**config.mk**
```make
export PLATFORM = sky130hd
export DESIGN_NAME = cic_decimator_flat
export DESIGN_NICKNAME = d
export VERILOG_FILES = /design/src/rtl/cic_pkg.sv /design/src/rtl/cic_decimator_if.sv /design/src/rtl/cic_comb_stage.sv /design/src/rtl/cic_decimator.sv /design/src/flat_wrapper.sv
export SDC_FILE = /design/constraint.sdc
export NUM_CORES = 1
export LEC_CHECK = 0
export CORE_ASPECT_RATIO = 0.6
export CORE_MARGIN = 5
export CORE_UTILIZATION = 45
export CTS_CLUSTER_SIZE = 24
export DETAILED_ROUTE_END_ITERATION = 6
export GPL_TIMING_DRIVEN = 0
export RECOVER_POWER = 100
export SLEW_MARGIN = 5
export SYNTH_ARGS = -nofsm -noshare
export SYNTH_HDL_FRONTEND = slang
export SYNTH_SLANG_ARGS = --single-unit
```
**constraint.sdc**
```tcl
create_clock -name clk -period 5.3 [get_ports clk]
set_input_delay 0.795 -clock clk [delete_from_list [all_inputs] [get_ports clk]]
set_output_delay 0.795 -clock clk [all_outputs]
set_load 0.005 [all_outputs]
```
**src/rtl/cic_pkg.sv**
```systemverilog
// Shared CIC filter definitions, used by both the RX decimator and the TX interpolator.
// It holds the accumulator width helper, the default stage/ratio settings and the output scaling shift.
package cic_pkg;

    localparam int NUM_STAGES_DEF = 3;
    localparam int STG_GSZ_DEF    = 8;
    localparam int ISZ_DEF        = 16;
    localparam int OSZ_DEF        = 16;

    // Full Hogenauer growth: every stage adds log2(R) bits, so the integrators never lose information.
    function automatic int cic_asz(input int isz, input int n, input int g);
        return isz + n * g;
    endfunction

    // Right shift that maps the full-precision comb output onto the output word.
    function automatic int cic_shift(input int asz, input int osz);
        return asz - osz;
    endfunction

    localparam int SCALE_SHIFT_DEF =
        cic_shift(cic_asz(ISZ_DEF, NUM_STAGES_DEF, STG_GSZ_DEF), OSZ_DEF);

endpackage

```
**src/rtl/cic_decimator_if.sv**
```systemverilog
// Sample-stream bundle for the CIC decimator.
// The source side (ADC/DDC) drives the input strobe and sample. The decimator returns the output strobe and sample.
interface cic_decimator_if #(
    parameter int ISZ = 16,
    parameter int OSZ = 16
);
    logic                  in_rate;
    logic signed [ISZ-1:0] in;
    logic                  out_rate;
    logic signed [OSZ-1:0] out;

    modport master (output in_rate, output in, input out_rate, input out);
    modport slave  (input in_rate, input in, output out_rate, output out);
endinterface

```
**src/rtl/cic_comb_stage.sv**
```systemverilog
// One comb section with differential delay 1. It updates only on its enable pulse,
// so it advances at the decimated rate.
module cic_comb_stage #(
    parameter int ASZ = 40
) (
    input  logic                  clk,
    input  logic                  reset_n,
    input  logic                  en,
    input  logic signed [ASZ-1:0] x,
    output logic signed [ASZ-1:0] diff
);
    logic signed [ASZ-1:0] dly;

    // diff = x[n] - x[n-1], taken at the output rate
    always_ff @(posedge clk or negedge reset_n) begin
        if (!reset_n) begin
            diff <= '0;
            dly  <= '0;
        end else if (en) begin
            diff <= x - dly;
            dly  <= x;
        end
    end
endmodule

```
**src/rtl/cic_decimator.sv**
```systemverilog
// N-stage CIC decimator with R = 2^STG_GSZ. The integrators run on in_rate. The combs ripple through
// one stage per clk after each decimation point, so the output appears N+1 clks after the decimating strobe.
// Optional build macro: CIC_DECIMATOR_ROUND_EN selects round-half-up with positive saturation.
// Without it the output is a plain truncation of the comb result.
module cic_decimator
    import cic_pkg::*;
#(
    parameter int NUM_STAGES = NUM_STAGES_DEF,
    parameter int STG_GSZ    = STG_GSZ_DEF,
    parameter int ISZ        = ISZ_DEF,
    parameter int OSZ        = OSZ_DEF
) (
    input  logic clk,
    input  logic reset_n,
    cic_decimator_if.slave bus
);
    localparam int ASZ   = cic_asz(ISZ, NUM_STAGES, STG_GSZ);
    localparam int SHIFT = cic_shift(ASZ, OSZ);

    logic signed [ASZ-1:0] in_ext;
    logic signed [ASZ-1:0] integ [NUM_STAGES];
    logic [STG_GSZ-1:0]    cnt;
    logic                  dec_hit;
    logic signed [ASZ-1:0] comb_in;
    logic [NUM_STAGES:0]   en;
    logic signed [ASZ-1:0] stage_out [NUM_STAGES];
    logic signed [ASZ-1:0] comb_out;
    logic signed [OSZ-1:0] scaled;

    assign in_ext  = ASZ'(bus.in);
    assign dec_hit = bus.in_rate && (cnt == '1);

    // Integrator chain: each stage accumulates the previous stage's registered value, modulo 2^ASZ
    always_ff @(posedge clk or negedge reset_n) begin
        if (!reset_n) begin
            for (int i = 0; i < NUM_STAGES; i++) integ[i] <= '0;
        end else if (bus.in_rate) begin
            integ[0] <= integ[0] + in_ext;
            for (int i = 1; i < NUM_STAGES; i++) integ[i] <= integ[i] + integ[i-1];
        end
    end

    // Decimation counter. The R-th strobe of each frame hands the last integrator to the combs
    always_ff @(posedge clk or negedge reset_n) begin
        if (!reset_n) begin
            cnt     <= '0;
            comb_in <= '0;
        end else begin
            if (bus.in_rate) cnt <= cnt + STG_GSZ'(1);
            if (dec_hit)     comb_in <= integ[NUM_STAGES-1];
        end
    end

    // Comb enable ripple, independent of in_rate, so strobes during the ripple are harmless
    always_ff @(posedge clk or negedge reset_n) begin
        if (!reset_n) en <= '0;
        else          en <= {en[NUM_STAGES-1:0], dec_hit};
    end

    for (genvar j = 0; j < NUM_STAGES; j++) begin : g_comb
        if (j == 0) begin : g_first
            cic_comb_stage #(.ASZ(ASZ)) u_stage (
                .clk(clk), .reset_n(reset_n), .en(en[0]),
                .x(comb_in), .diff(stage_out[0])
            );
        end else begin : g_next
            cic_comb_stage #(.ASZ(ASZ)) u_stage (
                .clk(clk), .reset_n(reset_n), .en(en[j]),
                .x(stage_out[j-1]), .diff(stage_out[j])
            );
        end
    end

    assign comb_out = stage_out[NUM_STAGES-1];

`ifdef CIC_DECIMATOR_ROUND_EN
    localparam logic signed [ASZ:0] RND_HALF = (ASZ+1)'(1) <<< (SHIFT - 1);
    logic signed [ASZ:0] rnd_sum;
    logic signed [OSZ:0] rnd_q;

    // Round half up. Only the upward add can overflow, so only positive full-scale needs clamping
    always_comb begin
        rnd_sum = (ASZ+1)'(comb_out) + RND_HALF;
        rnd_q   = (OSZ+1)'(rnd_sum >>> SHIFT);
        scaled  = rnd_q[OSZ-1:0];
        if (rnd_q[OSZ] != rnd_q[OSZ-1]) scaled = {1'b0, {(OSZ-1){1'b1}}};
    end
`else
    // Floor: keep the top OSZ bits of the full-precision result
    always_comb begin
        scaled = OSZ'(comb_out >>> SHIFT);
    end
`endif

    // Output register: one-clk strobe, sample held until the next decimated result
    always_ff @(posedge clk or negedge reset_n) begin
        if (!reset_n) begin
            bus.out      <= '0;
            bus.out_rate <= 1'b0;
        end else begin
            bus.out_rate <= en[NUM_STAGES];
            if (en[NUM_STAGES]) bus.out <= scaled;
        end
    end
endmodule

```
**src/flat_wrapper.sv**
```systemverilog
// flat-port wrapper written by rule: the top's interface ports become plain ports
module cic_decimator_flat import cic_pkg::*;
#(
    parameter int NUM_STAGES = NUM_STAGES_DEF,
    parameter int STG_GSZ    = STG_GSZ_DEF,
    parameter int ISZ        = ISZ_DEF,
    parameter int OSZ        = OSZ_DEF
)
  (clk, reset_n, bus_in_rate, bus_in, bus_out_rate, bus_out);
  cic_decimator_if #(.ISZ(ISZ), .OSZ(OSZ)) bus_i ();
  input  logic clk;
  input  logic reset_n;
  input wire logic [$bits(bus_i.in_rate)-1:0] bus_in_rate;
  input wire logic [$bits(bus_i.in)-1:0] bus_in;
  output wire logic [$bits(bus_i.out_rate)-1:0] bus_out_rate;
  output wire logic [$bits(bus_i.out)-1:0] bus_out;
  assign bus_i.in_rate = bus_in_rate;
  assign bus_i.in = bus_in;
  assign bus_out_rate = bus_i.out_rate;
  assign bus_out = bus_i.out;
  cic_decimator #(.NUM_STAGES(NUM_STAGES), .STG_GSZ(STG_GSZ), .ISZ(ISZ), .OSZ(OSZ)) u_core (.clk(clk), .reset_n(reset_n), .bus(bus_i));
endmodule
```
Word-level counts from Yosys, hierarchy flattened --
Cells that the tools add are included.
Operators by class: reductions and logical operators 1, equal/unequal tests 1, $add $sub $neg 7
Operators by type and width (number):
- 40-bit subtractor | 3
- 40-bit adder | 2
- 40-bit by 16-bit adder with 40-bit output | 1
- 8-bit by 1-bit adder with 8-bit output (second input constant) | 1
- 8-bit equality test (second input constant) | 1
- 1-bit logical AND | 1
Storage, ports and cells: input bits 19, register bits after elaboration 429, logic and storage cells 23, output and inout port bits 17

Longest topological paths before layout --
Gate-level depths: netlist of run 1.
depth in word-level cells 2, mapped depth 13, gate-level depth less buffers 13

Hierarchy --
A second synthesis of run 1 with hierarchy kept.
Second synthesis, totals: cells, all modules 3150, area total of the unflattened synthesis 29447.0 sq um
Modules (own cells, without submodules):
- cic_comb_stage | instances 3, seq. area each 2001.9 sq um, area an instance 5247.5 sq um, cells an instance 582
- cic_decimator | instances 1, seq. area each 4729.5 sq um, area an instance 13704.4 sq um, cells an instance 1404

Worst setup path after synthesis of run 1 --
No wires, ideal clock.
path kind in2reg, from input port bus_in[0], to register u_core.integ[112] (netlist name), slack 1.690 ns, arrival 3.485 ns, buffers on the path 0, required time 5.175 ns, library setup time 0.125 ns, stages 12, path through ha_1 > fa_1 > a21o_1 > a21oi_1 > o21ai_0 > a21bo_2 > o311a_1 > a211o_1 > a31oi_1 > o21ai_1 > xor2_1 > mux2_2
On the way: cells in the longest elaborated chain, start to end 1
RTL lines:
- start, declared | line flat_wrapper.sv:14 | input wire logic [$bits(bus_i.in)-1:0] bus_in;
- 40-bit by 16-bit adder with 40-bit output | line cic_decimator.sv:38 | integ[0] <= integ[0] + in_ext;
- end, declared | line cic_decimator.sv:21 | logic signed [ASZ-1:0] integ [NUM_STAGES];
No other way between the ends. A chain may end at the register's enable or synchronous reset.

Final worst setup path of run 1 --
from input port bus_in[15], to register u_core.integ[116] (netlist name)
Same word-level chain as after synthesis.

==> results by group, run 1 <==
Status
  – Failing checks: max-capacitance violations, max-slew violations
  – Outcome: finished with violations

Critical path
  – FF-to-FF setup slack: 930 ps
  – Crit path capture type: flip-flop
  – Startpoint Class: input pin
  – Crit-path max FO: 26
  – Kind of critical path: input pin to flip-flop
  – Critical R2R Launch: u_core.integ[40]
  – RR Endpoint: u_core.integ[76]
  – Worst EP arrival: 5380 ps
  – Reg2reg path depth: 12
  – WP data required: 5750 ps

Floorplan
  – Initial Utilization: 45.69%
  – # IOs: 36
  – Cell row count: 68
  – Core ar.: 57860 sq um
  – Die area: 63850 sq um
  – Die W: 322.9 microns
  – Die Y: 197.7 microns

Final layout
  – Final nets: 3106
  – Layout cells sized above 1: 10.83%
  – Synth-to-Final Area Change: 10.56%
  – Design Area, Final: 29230 sq um
  – Sequential Area: 10130 sq um
  – Fillers: 5327
  – Area of the multi-input gates: 15210 sq um

CTS
  – CTS-repair resized insts: 0
  – CTS Root Cell: clkbuf_16
  – Num CTS Buffers: 43
  – Setup repair bufs after CTS: 0
  – CTS clk-pin slew, worst paths: 60 ps
  – CTS sink cnt: 405
  – Clk_lat worst skew: 570 ps
  – CTS tree: done
  – Post-CTS Hold Fix Bufs: 0
  – Bufs on Longest Clock Path: 3
  – H-tree depth: 2

STA
  – Highest clock rate: 202.9 MHz
  – Minimum clock period: 4928 ps
  – Hold_ws: 378.6 ps
  – Max-slew violation count: 41
  – Fin. Hold Viols: 0
  – RSZ-0062 raised after global routing: false
  – Clk_skew: 15.53 ps
  – Worst slew margin: -66.18%
  – Worst-Margin Slew: 2493 ps
  – Final Setup Violations: 0
  – Fin crit share: 92.99%
  – Final worst setup slack: 371.6 ps

Synthesis
  – Asr flop ratio synth: 100.0%
  – Sequential area share after synthesis: 38.34%
  – Yosys warns: 0
  – Yosys reg bits: 405
  – Post-Syn Nets: 3022
  – Yosys cell types: 78
  – Gate Count Post-Synth: 2764
  – EDFF count, synth: 0
  – Avg Cell Area, Syn: 9.564 sq um
  – Dominant synthesized flop cell: dfrtp_1
  – Syn Std Cell Area: 26430 sq um

Global route
  – First-pass GRT wire length: 107300 microns
  – Global-route usage over all layers: 20.54%
  – Vias in the first global route: 19940
  – Largest net degree at the start of global routing: 107
  – Initial antenna violation count: 0
  – Total congestion overflow: 0

Place
  – GPL Wtd Cong: 0.9208
  – HPWL after DPL: 51340 microns
  – Port buffer count: 35
  – Post-Place Setup Slack: 43.96 ps
  – Placed Instance Area: 27860 sq um

Min path
  – Worst hold-check path type: flip-flop to flip-flop
  – Hold EP: u_core.bus.out_rate
  – Hold path depth: 0
  – Hold Path Origin: u_core.en[3]

Power
  – Pwr Density: 506.7 nW/um^2
  – P_leak: 13.89 nW
  – Worst VDD drop: 0.2666 mV
  – Power, Total: 14.81 mW

Detailed routing
  – WL met3: 4286 microns
  – Routed via count: 20710
  – Antenna viol nets, final: 0
  – Drt drc: 0
  – Routed wl met2: 23780 microns
  – Drt pass-1 iters: 7
  – WL per Instance: 17.95 microns
  – Initial DRC Count: 1642
  – Total Wirelength: 65560 microns
  – Via density: 5.670
  – Top Layer Used: met4
  – Metal-1 WL: 36750 microns

Flow run
  – Max cap viols: 1
## flip-flops by register name, summed over array words and instances, names as in the netlist
signal                              flops
u_core.g_comb.g_first.u_stage.diff     40
u_core.g_comb.g_next.u_stage.diff      56
u_core.bus.out_rate                     1
u_core.integ                          120
u_core.cnt                              8
u_core.bus.out                         16
u_core.comb_in                         40
u_core.g_comb.g_first.u_stage.dly      40
u_core.en                               4
u_core.g_comb.g_next.u_stage.dly       80
## cell usage after synthesis, types with 9 or more instances
library cell | count | share of area [%]
dfrtp_1 | 405 | 38
nand2_1 | 242 | 3.4
ha_1 | 234 | 11
o21ai_0 | 225 | 4.3
mux2_2 | 213 | 9.1
a21oi_1 | 194 | 3.7
inv_1 | 180 | 2.6
a21o_1 | 145 | 4.1
nor2_1 | 121 | 1.7
xnor2_1 | 113 | 3.7
clkbuf_1 | 88 | 1.2
xor2_1 | 64 | 2.1
nand3_1 | 55 | 1.0
nand4_1 | 36 | 0.85
a211oi_1 | 34 | 0.97
nor2b_1 | 30 | 0.71
nand2b_1 | 29 | 0.69
o21bai_1 | 29 | 0.82
nor3_1 | 27 | 0.51
and3_1 | 24 | 0.57
a31oi_1 | 23 | 0.54
o21a_1 | 21 | 0.60
o211ai_1 | 20 | 0.57
o31ai_1 | 15 | 0.43
a211o_1 | 13 | 0.43
a2111oi_0 | 12 | 0.40
or3_1 | 12 | 0.28
and2_1 | 9 | 0.21
buf_1 | 9 | 0.13
## routing by layer
| metal | GRT usage, % | vias to the layer above |
|---|---|---|
| li1 | - | 10110 |
| met4 | 2.957 | 0 |
| met5 | 0 | - |
| met2 | 26.47 | 464 |
| met1 | 35.29 | 10080 |
| met3 | 3.668 | 62 |
## stage by stage
| stage | TNS [ps] | instances | util, % |
|---|---|---|---|
| after floorplan | 0 | 2764 | - |
| after global placement | -5716580 | 3569 | 47.96 |
| after detailed placement | 0 | 3573 | 48.16 |
| after CTS | 0 | 3652 | 50.67 |
| after global routing | 0 | 3652 | 50.51 |
| final | 0 | 3653 | 50.51 |
## area by class of cell
| cell class | count | share of cell area (%) |
|---|---|---|
| antenna | 1 | 0.008562 |
| buffer | 99 | 1.280 |
| clock buffer | 56 | 4.166 |
| clock inverter | 23 | 0.8091 |
| inverter | 180 | 2.312 |
| multi-input combinational | 2080 | 52.03 |
| sequential | 405 | 34.68 |
| tap | 770 | 3.297 |
| timing repair buffer | 39 | 1.417 |
## layout by cell type (no fill, tap or decap), types with 55 or more instances in the layout
cell | Yosys | final
clkbuf_1 | 88 | 104
xor2_1 | 64 | 64
mux2_2 | 213 | 213
nand2_1 | 242 | 242
o21ai_0 | 225 | 234
a21oi_1 | 194 | 194
dfrtp_1 | 405 | 405
xnor2_1 | 113 | 113
ha_1 | 234 | 234
nor2_1 | 121 | 121
nand3_1 | 55 | 55
inv_1 | 180 | 180
a21o_1 | 145 | 145
## worst max path at each step
stage | cells past startpoint | end | slack (ps) | start
final | 13 | u_core.integ[116] | 370 | bus_in[15]
after global routing | 13 | u_core.integ[116] | 170 | bus_in[15]
after CTS | 12 | u_core.integ[117] | 650 | bus_in[15]
after detailed placement | 12 | u_core.integ[117] | 40 | bus_in[15]
after global placement | 1 | u_core.g_comb[2].g_next.u_stage.diff[35] | -14180 | reset_n
after floorplan | 12 | u_core.integ[112] | 1690 | bus_in[0]
## cells by family (layout without fill, tap and decap cells)
group                    after synthesis  after routing  share of synthesized area (%)
adder cells (fa/ha/maj)              239            239                          11.45
multiplexers                         221            221                          9.377
flip-flops                           405            405                          38.34
other                                  0              1                              0
XOR/XNOR                             177            177                          5.865
AO/OA/AOI/OAI                        821            821                          19.81
buffers and inverters                279            397                          3.971
AND/OR/NAND/NOR                      622            622                          11.18
## power breakdown
part,switching (mW),total [mW],internal (mW)
clock network,1.31,3.14,1.82
logic,4.13,7.54,3.41
registers,0.482,4.13,3.65
total,5.93,14.8,8.88
## worst max-delay path, stage by stage
cell and delay [ps]:
dlygate4sd3_1 1250, ha_1 380, clkbuf_1 210, a21o_1 220
a21oi_1 130, o21ai_0 150, or3_1 360, or2_2 280
o21ai_0 620, o311a_1 380, o21ai_0 150, xor2_1 160
mux2_2 280
No activity file was read; power rests on OpenSTA's default activity.
==> run 2, diff against run 1 <==
Settings changed: TNS_END_PERCENT from default to 5.
==> results of run 2 <==
The final DEF is identical to that of run 1; final timing and power are the same.
